File: src/rtl/fetch_queue.sv
// ---------------------------------------------------------------------------
// fetch_queue
//
// Instruction prefetch unit sitting between instruction memory and the
// IF/ID pipe register. Issues in-order word fetches with a req/gnt handshake,
// buffers up to DEPTH {pc, instr} entries to absorb memory latency, and hands
// instructions to the core over a valid/ready handshake. A redirect from EX
// flushes the queue; responses still in flight at that point are discarded.
//
// Ports:
//   clk, rst        clock; asynchronous active-low reset
//   imem_req/addr   fetch request and word-aligned fetch address
//   imem_gnt        memory accepts the current request
//   imem_rvalid     response valid (in grant order)
//   imem_rdata      response instruction word
//   instr_valid     queue head holds a filled entry
//   instr/instr_pc  head instruction / PC (NOP / 0 when not valid)
//   instr_ready     core accepts the head entry
//   redirect        taken branch or jump in EX
//   redirect_pc     new fetch target (low two bits ignored)
// ---------------------------------------------------------------------------
module fetch_queue #(
    parameter int unsigned DEPTH    = 4,
    parameter logic [31:0] RESET_PC = 32'h0000_0000
) (
    input  logic        clk,
    input  logic        rst,
    output logic        imem_req,
    output logic [31:0] imem_addr,
    input  logic        imem_gnt,
    input  logic        imem_rvalid,
    input  logic [31:0] imem_rdata,
    output logic        instr_valid,
    output logic [31:0] instr,
    output logic [31:0] instr_pc,
    input  logic        instr_ready,
    input  logic        redirect,
    input  logic [31:0] redirect_pc
);

    localparam int unsigned PW = $clog2(DEPTH);
    localparam int unsigned CW = PW + 1;
    localparam logic [31:0] NOP = 32'h0000_0013;

    logic [31:0]    fetch_pc;
    logic [31:0]    q_pc    [DEPTH];
    logic [31:0]    q_instr [DEPTH];
    logic [DEPTH-1:0] q_filled;

    logic [PW-1:0]  alloc_ptr;
    logic [PW-1:0]  fill_ptr;
    logic [PW-1:0]  head_ptr;
    logic [CW-1:0]  used;
    logic [CW-1:0]  discard;
    // Granted slots still waiting for their (non-discarded) response.
    logic [CW-1:0]  pend;

    logic grant;
    logic resp_keep;
    logic pop;
    logic unused_redirect_lsbs;

    assign unused_redirect_lsbs = ^redirect_pc[1:0];

    always_comb begin
        imem_req    = rst & ~redirect & (used < CW'(DEPTH)) & (discard == '0);
        imem_addr   = fetch_pc;
        grant       = imem_req & imem_gnt;
        resp_keep   = imem_rvalid & (discard == '0) & ~redirect;
        instr_valid = q_filled[head_ptr];
        pop         = instr_valid & instr_ready & ~redirect;
        instr       = instr_valid ? q_instr[head_ptr] : NOP;
        instr_pc    = instr_valid ? q_pc[head_ptr]    : '0;
    end

    always_ff @(posedge clk or negedge rst) begin
        if (!rst) begin
            fetch_pc  <= RESET_PC;
            q_filled  <= '0;
            alloc_ptr <= '0;
            fill_ptr  <= '0;
            head_ptr  <= '0;
            used      <= '0;
            discard   <= '0;
            pend      <= '0;
        end else if (redirect) begin
            fetch_pc  <= {redirect_pc[31:2], 2'b00};
            q_filled  <= '0;
            fill_ptr  <= alloc_ptr;
            head_ptr  <= alloc_ptr;
            used      <= '0;
            pend      <= '0;
            // Everything outstanding becomes discardable; a response landing
            // this cycle is one of them (already discarded or pending) and is
            // dropped, so it is subtracted once either way.
            discard   <= discard + pend - CW'(imem_rvalid);
        end else begin
            if (grant) begin
                fetch_pc            <= fetch_pc + 32'd4;
                alloc_ptr           <= alloc_ptr + 1'b1;
                q_filled[alloc_ptr] <= 1'b0;
            end
            if (imem_rvalid && discard != '0) begin
                discard <= discard - 1'b1;
            end
            if (resp_keep) begin
                q_filled[fill_ptr] <= 1'b1;
                fill_ptr           <= fill_ptr + 1'b1;
            end
            // Clearing on pop keeps a stale filled bit from reappearing when
            // the head wraps onto a slot not yet re-granted.
            if (pop) begin
                q_filled[head_ptr] <= 1'b0;
                head_ptr           <= head_ptr + 1'b1;
            end
            used <= used + CW'(grant) - CW'(pop);
            pend <= pend + CW'(grant) - CW'(resp_keep);
        end
    end

    // Payload storage needs no reset: outputs are masked by the filled bits.
    always_ff @(posedge clk) begin
        if (grant) begin
            q_pc[alloc_ptr] <= fetch_pc;
        end
        if (resp_keep) begin
            q_instr[fill_ptr] <= imem_rdata;
        end
    end

endmodule

File: config.mk
export PLATFORM = sky130hd
export DESIGN_NAME = fetch_queue
export DESIGN_NICKNAME = d
export VERILOG_FILES = /design/src/rtl/fetch_queue.sv
export SDC_FILE = /design/constraint.sdc
export NUM_CORES = 1
export LEC_CHECK = 0
export CELL_PAD_IN_SITES_DETAIL_PLACEMENT = 1
export CELL_PAD_IN_SITES_GLOBAL_PLACEMENT = 1
export CORE_ASPECT_RATIO = 0.75
export CORE_MARGIN = 5
export CORE_UTILIZATION = 42
export DETAILED_ROUTE_END_ITERATION = 12
export PLACE_DENSITY = 0.76
export SYNTH_ARGS = -nofsm -noshare
export SYNTH_HDL_FRONTEND = slang
export SYNTH_SLANG_ARGS = --single-unit
export TNS_END_PERCENT = 100
File: constraint.sdc
create_clock -name clk -period 2.6 [get_ports clk]
set_clock_uncertainty 0.2 [all_clocks]
set_input_delay 0.26 -clock clk [delete_from_list [all_inputs] [get_ports clk]]
set_output_delay 0.26 -clock clk [all_outputs]
set_load 0.02 [all_outputs]
# Word-level counts from Yosys, hierarchy flattened
# Memories as Yosys holds them, arrays and structs flattened.
# Index checks and enable logic that the tools add are counted.
# Widths: inputs -> output; s select.
[word_totals] regBits=51 mem_bits_rw=256 in_bits=70 out_inout_bits=98 elab_cells=83 mem_count=2
[mem_list] memory="q_instr" words=4 word_bits=32 read_ports=1 rd_clocked_by_memory_dff=0 write_ports=1 line="47" rtl="logic [31:0] q_instr [DEPTH];"
[mem_list] memory="q_pc" words=4 word_bits=32 read_ports=1 rd_clocked_by_memory_dff=0 write_ports=1 line="46" rtl="logic [31:0] q_pc [DEPTH];"
[classes] n_addsub=11 order_cmp=7 mux=30 n_bitwise=14 reduce_logical=11
[ops] operator="$mux 32" n=4
[ops] operator="$add 32x3->32 const B" n=1
[ops] operator="$mux 4" n=6
[ops] operator="$mux 3" n=4
[ops] operator="$lt 2x3->1 const B" n=3
[ops] operator="$sub 3x1->3" n=3
[ops] operator="$and 1x1->1" n=8
[ops] operator="$and 4x4->4" n=2
[ops] operator="$mux 1" n=8
[ops] operator="$mux 2" n=4
[ops] operator="$not 4->4" n=2
[ops] operator="$reduce_bool 2->1" n=4
[ops] operator="$add 2x1->2 const B" n=3
[ops] operator="$add 3x1->3" n=2
[ops] operator="$demux 1 s2" n=3
[ops] operator="$ge 2x1->1 const B" n=3
[ops] operator="$logic_and 1x1->1" n=4
[ops] operator="$or 4x4->4" n=1
[ops] operator="$add 3x3->3" n=1
[ops] operator="$logic_not 3->1" n=1
[ops] operator="$lt 3x3->1 const B" n=1
[ops] operator="$reduce_bool 3->1" n=1
[ops] operator="$sub 3x1->3 const B" n=1
[ops] operator="$bmux 1 s2" n=1
[ops] operator="other kinds (2)" n=2

# Depth between registers and ports, before layout
# Gate-level depths: netlist of run 1.
[logic_depth] depth_word=14 mapped_depth=14 mapped_depth_nobuf=12

# Least setup slack after synthesis of run 1
# OpenSTA, ideal clock, no wires.
[synth_timing] kind="reg2reg" start="register discard[0]" end="register used[2]" setup_ns=0.132 t_arrival_ns=2.556 required_time_ns=2.268 slack_ns=-0.288 path_stages_with_launch=15 n_path_buf=2 period_less_slack_ns=2.888 cell_sequence="dfrtp_1 > inv_1 > ha_1 > nor2b_1 > and3_1 > buf_4 > inv_2 > clkbuf_1 > ha_1 > inv_1 > ha_1 > inv_1 > fa_1 > xnor2_1 > nor2_1"
[synth_between] elab_chain_cells=6
[synth_lines] item="start, declared" line="54" rtl="logic [CW-1:0] discard;"
[synth_lines] item="start signal, assigned" line="96" rtl="discard <= discard + pend - CW'(imem_rvalid);"
[synth_lines] item="start signal, assigned" line="104" rtl="discard <= discard - 1'b1;"
[synth_lines] item="$logic_not 3->1" line="66" rtl="imem_req = rst & ~redirect & (used < CW'(DEPTH)) & (discard == '0);"
[synth_lines] item="$and 1x1->1" line="66"
[synth_lines] item="$and 1x1->1" line="68" rtl="grant = imem_req & imem_gnt;"
[synth_lines] item="$add 3x1->3" line="116" rtl="used <= used + CW'(grant) - CW'(pop);"
[synth_lines] item="$sub 3x1->3" line="116"
[synth_lines] item="$mux 3" line="86" rtl="end else if (redirect) begin"
[synth_lines] item="end signal, assigned" line="116"
[synth_lines] item="end, declared" line="53" rtl="logic [CW-1:0] used;"
# Every way passes these cells.
# A chain may end at the register's enable or synchronous reset.

# Worst setup path after layout of run 1
[layout_timing] start="register head_ptr[0]" end="register used[2]"
[layout_between] elab_chain_cells=6
[layout_lines] item="start, declared" line="52" rtl="logic [PW-1:0] head_ptr;"
[layout_lines] item="start signal, assigned" line="90" rtl="head_ptr <= alloc_ptr;"
[layout_lines] item="start signal, assigned" line="114" rtl="head_ptr <= head_ptr + 1'b1;"
[layout_lines] item="$bmux 1 s2" line="70" rtl="instr_valid = q_filled[head_ptr];"
[layout_lines] item="$mux 1 (implied by the code)" line="70"
[layout_lines] item="$and 1x1->1 (2 in a row)" line="71" rtl="pop = instr_valid & instr_ready & ~redirect;"
[layout_lines] item="$sub 3x1->3" line="116"
[layout_lines] item="$mux 3" line="86"
# Every way passes these cells. The select of a mux whose other input is x is not followed.

==> results of run 1 <==
## cell families (layout without fill, tap and decap cells)
logic type | count (synthesis) | in the layout | synth area share [%]
AND/OR/NAND/NOR | 197 | 197 | 8.90
flip-flops | 297 | 297 | 69.1
AO/OA/AOI/OAI | 81 | 81 | 4.46
XOR/XNOR | 11 | 11 | 0.767
multiplexers | 70 | 70 | 11.9
other | 1 | 4 | 0.0299
adder cells (fa/ha/maj) | 24 | 24 | 2.57
buffers and inverters | 69 | 312 | 2.31
## placed cells by master, fill, tap and decap left out, drive strengths merged, types with 11 or more instances in the layout
cell / instances
a21oi: 11
and2: 66
buf: 128
clkbuf: 40
clkdlybuf4s50: 95
dfrtp: 49
edfxtp: 248
ha: 21
inv: 29
mux4: 63
nand2: 43
nand3: 18
nor2: 20
o21ai: 23
## power by group through the flow
stage	Combinational, W	Clock (W)	Sequential [W]
finish	0.00319	0.00446	0.00567
CTS	0.00314	0.00454	0.00567
detailed placement	0.00293	0	0.00576
floorplan	0.00179	0	0.00578
global route	0.00346	0.00477	0.00569
global placement	0.00286	0	0.00574
## cell type report
class | instances | area (um^2)
Inverter | 28 | 110
Clock inverter | 18 | 206
Fill cell | 2725 | 12800
Clock buffer | 38 | 822
Sequential cell | 297 | 8680
Timing Repair Buffer | 228 | 2370
Multi-Input combinational cell | 387 | 3780
Tap cell | 392 | 490
## path summary, 6_finish.rpt
kind,startpoint,endpoint,slack [ps],cells past startpoint
max,head_ptr[0]$_DFFE_PN0P_,used[2]$_DFF_PN0_,-150,10
min,redirect_pc[24],imem_addr[24]$_DFFE_PN0N_,70,3
max reg2reg,head_ptr[0]$_DFFE_PN0P_,used[2]$_DFF_PN0_,-150,10
min reg2reg,imem_addr[23]$_DFFE_PN0N_,imem_addr[23]$_DFFE_PN0N_,400,1
max in group asynchronous,rst,head_ptr[0]$_DFFE_PN0P_,1460,3
min in group asynchronous,rst,discard[1]$_DFFE_PN0P_,190,3
## sequential cells by signal (all words and copies together), names as in the netlist
signal,count
discard,3
alloc_ptr,2
pend,3
imem_addr,30
head_ptr,2
used,3
q_instr,128
q_pc,120
q_filled,4
fill_ptr,2
## timing repair
item / 4_1_cts / 5_1_grt
gates cloned: 4 / 2
pin swaps: 0 / 3
gates resized for setup: 303 / 63
endpoints found under the setup margin: 64 / 135
hold endpoints to repair: 53 / 0
buffers inserted: 8 / 0
hold buffers: 2 / 0
## metrics by stage
step	hold WS, ps	utilization (%)	area (um^2)	setup TNS [ps]
floorplan	-236	-	12600	0
global placement	247	51.6	15100	0
detailed placement	251	51.6	15100	0
CTS	40.4	55.4	16200	-5910
global route	72.6	56.3	16500	-8880
finish	71.7	56.3	16500	-4720
## worst reg2reg max path, stage by stage (launching register included)
cell and delay (ps):
dfrtp_4 460, mux4_2 580, buf_12 170, and3_4 180, ha_4 210, inv_2 60, ha_4 120, inv_2 30
fa_2 380, xnor2_2 170, nor2_1 70
## layer usage
| metal | part of all wire, % | up-vias | global-route usage, % |
|---|---|---|---|
| met5 | 0 | - | 0 |
| met4 | 1.5 | 0 | 3.41 |
| met3 | 4.0 | 40 | 2.77 |
| met2 | 50 | 192 | 31.9 |
| met1 | 45 | 3985 | 27.1 |
| li1 | - | 3361 | - |
==> impl_metrics.tcl, run 1 <==
set metrics [dict create \
    cp.arrival_ps 2970 \
    core_mm2 0.0293 \
    avgSynthCellArea_um2 16.7 \
    grt_pass1_wl_um 49700 \
    synth_area_leaders "edfxtp_1, mux4_2, dfrtp_1" \
    synth_cell_types 57 \
    pre_cts_ws_ps 23.2 \
    drt_first_pass_iters 5 \
    drt_wl_total_um 32800 \
    synth_area_leader_cell "edfxtp_1" \
    pwr-share-clk_pct 33.5 \
    slowest_delay_ps 580 \
    hold_viol 0 \
    comb_power_share_pct 23.9 \
    failed_checks "negative setup slack" \
    syn_inst 750 \
    stdcell_count 1388 \
    grt_max_degree 66 \
    cts_inserted_buffers 30 \
    h-tree-depth 1 \
    drive_above_1_share_pct 30.8 \
    crit_family "adder cells" \
    routabilityCongestion 0.783 \
    p_total_w 0.0133 \
    crit_path_start_kind "register" \
    die_w_um 210 \
    clock_sinks 297 \
    clk_pin_slew_ps 60 \
    area_growth_pct 31.1 \
    finalNetCount 1066 \
    syn_area_mm2 0.0126 \
    grt_pass1_vias 8197 \
    n_antenna_cell 0 \
    start_util_pct 42.9 \
    cp-end-kind "register" \
    p_sw_share_pct 26.6 \
    io_buffers 161 \
    critical_path_class "reg2reg" \
    p_sw_w 0.00354 \
    hp-class "in2reg" \
    period_minus_slack_ps 2750 \
    outcome "finished with violations" \
    clock_latency_ps 550 \
    clockBufferDepth 3 \
    die-area_mm2 0.0335 \
    core.rowCount 54 \
    io_pins 168 \
    slew-limit-headroom_pct 51.3 \
    grt_usage_pct 19.0 \
    critPathBufInv 3 \
    fmax_ghz 0.364 \
    fp.dieH_um 160 \
    wire_per_inst_um 23.7 \
    ys_seq_area_share_pct 69.1 \
    grt_antenna_before_repair 0 \
    setup_viol 62 \
    cts_tree "built" \
    ys.flop_type "edfxtp_1" \
    dp_hpwl_um 20500 \
    async_reset_ff_share_pct 16.5 \
    dp_cells 1316 \
    critPathRequiredTime_ps 2820 \
    cts_root_buffer "clkbuf_16" \
    setup_ws_ps -148 \
    ir_drop_mv 0.481 \
    synth_top_area_share_pct 59.3 \
    path_cells "mux4_2 -> buf_12 -> and3_4 -> ha_4 -> inv_2 -> ha_4 -> inv_2 -> fa_2 -> xnor2_2 -> nor2_1" \
    tightest_slew_ps 730 \
    fin_crit_sh_pct 106 \
    drc 0 \
    drt_iter0_drc 446 \
    p_leak_nw 6.01 \
    max_cap_violations 0 \
    critPathSlowestCell "mux4_2" \
    synth_common_cells "edfxtp_1, and2_1, mux4_2, dfrtp_1, nand2_1" \
    ys_warn_count 0 \
    slew_violations 0 \
    viasPerCell 5.46 \
    grt-ovfl-total 0 \
    synth_seq_cells 297 \
    cp_max_fo 4 \
    yosysMostFrequentCell "edfxtp_1" \
    powerDensity_mw_per_mm2 809 \
    pwr-share-seq_pct 42.6 \
    vias 7578 \
    antenna_left 0 \
    rsz0062_at_grt "yes" \
    power.internal_w 0.00977 \
    synth_edf_count 248 \
]
Note: power is estimated with default switching activity, not from simulation.
==> run 2, diff against run 1 <==
Settings changed: ABC_AREA set to 0, CORE_MARGIN 5 to not set.
Clock period 2.6 ns to 2.23 ns, I/O delays scaled along.
==> impl_metrics.tcl, run 2 (synthesis gave the netlist of run 1 again) <==
set metrics [dict create \
    rsz0062_at_grt "yes" \
    powerDensity_mw_per_mm2 876 \
    cp_max_fo 4 \
    drt_iter0_drc 566 \
    layout_common_cells "edfxtp_1, buf_4, clkdlybuf4s50_1" \
    tightest_slew_ps 705 \
    core.rowCount 54 \
    core_mm2 0.0293 \
    comb_power_share_pct 27.5 \
    grt_usage_pct 21.8 \
    hold-worst-slack_ps 59.0 \
    p_sw_w 0.00424 \
    fp.dieH_um 152 \
    power.internal_w 0.0113 \
    r2r-start "head_ptr[0]$_DFFE_PN0P_" \
    final_core_util_pct 60.6 \
    clock_latency_ps 560 \
    cp.arrival_ps 2840 \
    pwr-share-seq_pct 42.3 \
    clk_pin_slew_ps 60 \
    clock_sinks 297 \
    setup_ws_ps -385 \
    drive_above_1_share_pct 40.4 \
    drt_first_pass_iters 5 \
    cts_inserted_buffers 30 \
    dp_hpwl_um 22000 \
    grt_pass1_vias 8339 \
    antenna_left 0 \
    reg2reg_to "used[1]$_DFF_PN0_" \
    die-area_mm2 0.0306 \
    crit_path_start_kind "register" \
    dp_cells 1369 \
    setup-tns-final_ps -30770 \
    critical_path_class "reg2reg" \
    hold_viol 0 \
    whs_path_depth 3 \
    p_leak_nw 6.71 \
    area_growth_pct 41.1 \
    whs_endpoint "imem_addr[18]$_DFFE_PN0N_" \
    dpl_cell_area_mm2 0.0156 \
    layout_commonest_cell "edfxtp_1" \
    period_minus_slack_ps 2610 \
    cp-end-kind "register" \
    failed_checks "negative setup slack" \
    grt_pass1_wl_um 50100 \
    max_cap_violations 0 \
    largest-register "q_instr" \
    ir_drop_mv 0.580 \
    drc 0 \
    stdcell_count 1471 \
    post-route-cell-area_mm2 0.0177 \
    slew-limit-headroom_pct 53.0 \
    drt_wl_total_um 35200 \
    io_pins 168 \
    fin_crit_sh_pct 117 \
    clockBufferDepth 3 \
    reg2reg_slack_ps -380 \
    min_from "redirect_pc[18]" \
    setup_viol 267 \
    fmax_ghz 0.382 \
    critPathRequiredTime_ps 2450 \
    wire_per_inst_um 23.9 \
    slew_violations 0 \
    finalNetCount 1149 \
    grt_antenna_before_repair 0 \
    die_w_um 202 \
    grt-ovfl-total 0 \
    viasPerCell 5.45 \
    hp-class "in2reg" \
    pwr-share-clk_pct 30.2 \
    cts_tree "built" \
    outcome "finished with violations" \
    h-tree-depth 1 \
    grt_max_degree 50 \
    vias 8024 \
    largest_reg_flops 128 \
    r2r_cells 9 \
    cts_root_buffer "clkbuf_16" \
    io_buffers 161 \
    p_sw_share_pct 27.3 \
    start_util_pct 42.9 \
    routabilityCongestion 0.800 \
]
==> run 2: worst max-delay path by stage <==
stage                                  from                 to  slack, ps  cells after the start
global placement    head_ptr[0]$_DFFE_PN0P_       instr_pc[29]       -240                      5
detailed placement  head_ptr[0]$_DFFE_PN0P_        instr_pc[5]       -280                      5
CTS                 head_ptr[0]$_DFFE_PN0P_          instr[22]       -420                      5
global route        head_ptr[0]$_DFFE_PN0P_  used[1]$_DFF_PN0_       -460                      9
floorplan            discard[0]$_DFFE_PN0P_  used[1]$_DFF_PN0_       -290                     13
finish              head_ptr[0]$_DFFE_PN0P_  used[1]$_DFF_PN0_       -380                      9
==> run 2: area by class of cell <==
class / instances / area, um^2
Antenna cell: 1 / 2.50
Clock buffer: 39 / 806
Clock inverter: 16 / 103
Fill cell: 2663 / 11500
Inverter: 28 / 125
Multi-Input combinational cell: 387 / 4000
Sequential cell: 297 / 8680
Tap cell: 392 / 490
Timing Repair Buffer: 311 / 3510
==> run 2: critical path: stages, from the launching register on <==
cell and delay (ps):
dfrtp_4 450, mux4_2 570, buf_6 160, and3_4 150
ha_4 230, inv_2 60, ha_4 110, inv_2 30
fa_2 500, nor2_1 40
==> run 2: what timing repair did <==
item | in CTS | in global routing
setup buffers | 17 | 16
setup endpoints to repair | 124 | 355
pin swaps | 20 | 13
hold endpoints to repair | 58 | 0
gates cloned | 6 | 15
hold buffers | 2 | 0
resized for setup | 366 | 174
==> run 2: stage by stage <==
| step | setup WS [ps] | total power, W |
|---|---|---|
| after CTS | -422 | 0.0154 |
| after global placement | -237 | 0.0102 |
| after detailed placement | -278 | 0.0103 |
| final | -385 | 0.0155 |
| after floorplan | -289 | 0.00885 |
| after global routing | -464 | 0.0161 |
==> run 2: metal layers <==
layer	global-route usage, %	up-vias	routed length, um
li1	-	3518	-
met1	30.6	4235	15900
met2	35.5	222	17100
met3	3.55	49	1540
met4	5.87	0	648
met5	0	-	0
==> run 2: power by group through the flow <==
stage | Sequential (W) | Combinational, W | Clock [W]
3_3_place_gp | 0.00665 | 0.00359 | 0
6_report | 0.00657 | 0.00426 | 0.00468
2_1_floorplan | 0.00673 | 0.00211 | 0
4_1_cts | 0.00656 | 0.00404 | 0.00477
5_1_grt | 0.00660 | 0.00458 | 0.00495
3_5_place_dp | 0.00667 | 0.00366 | 0
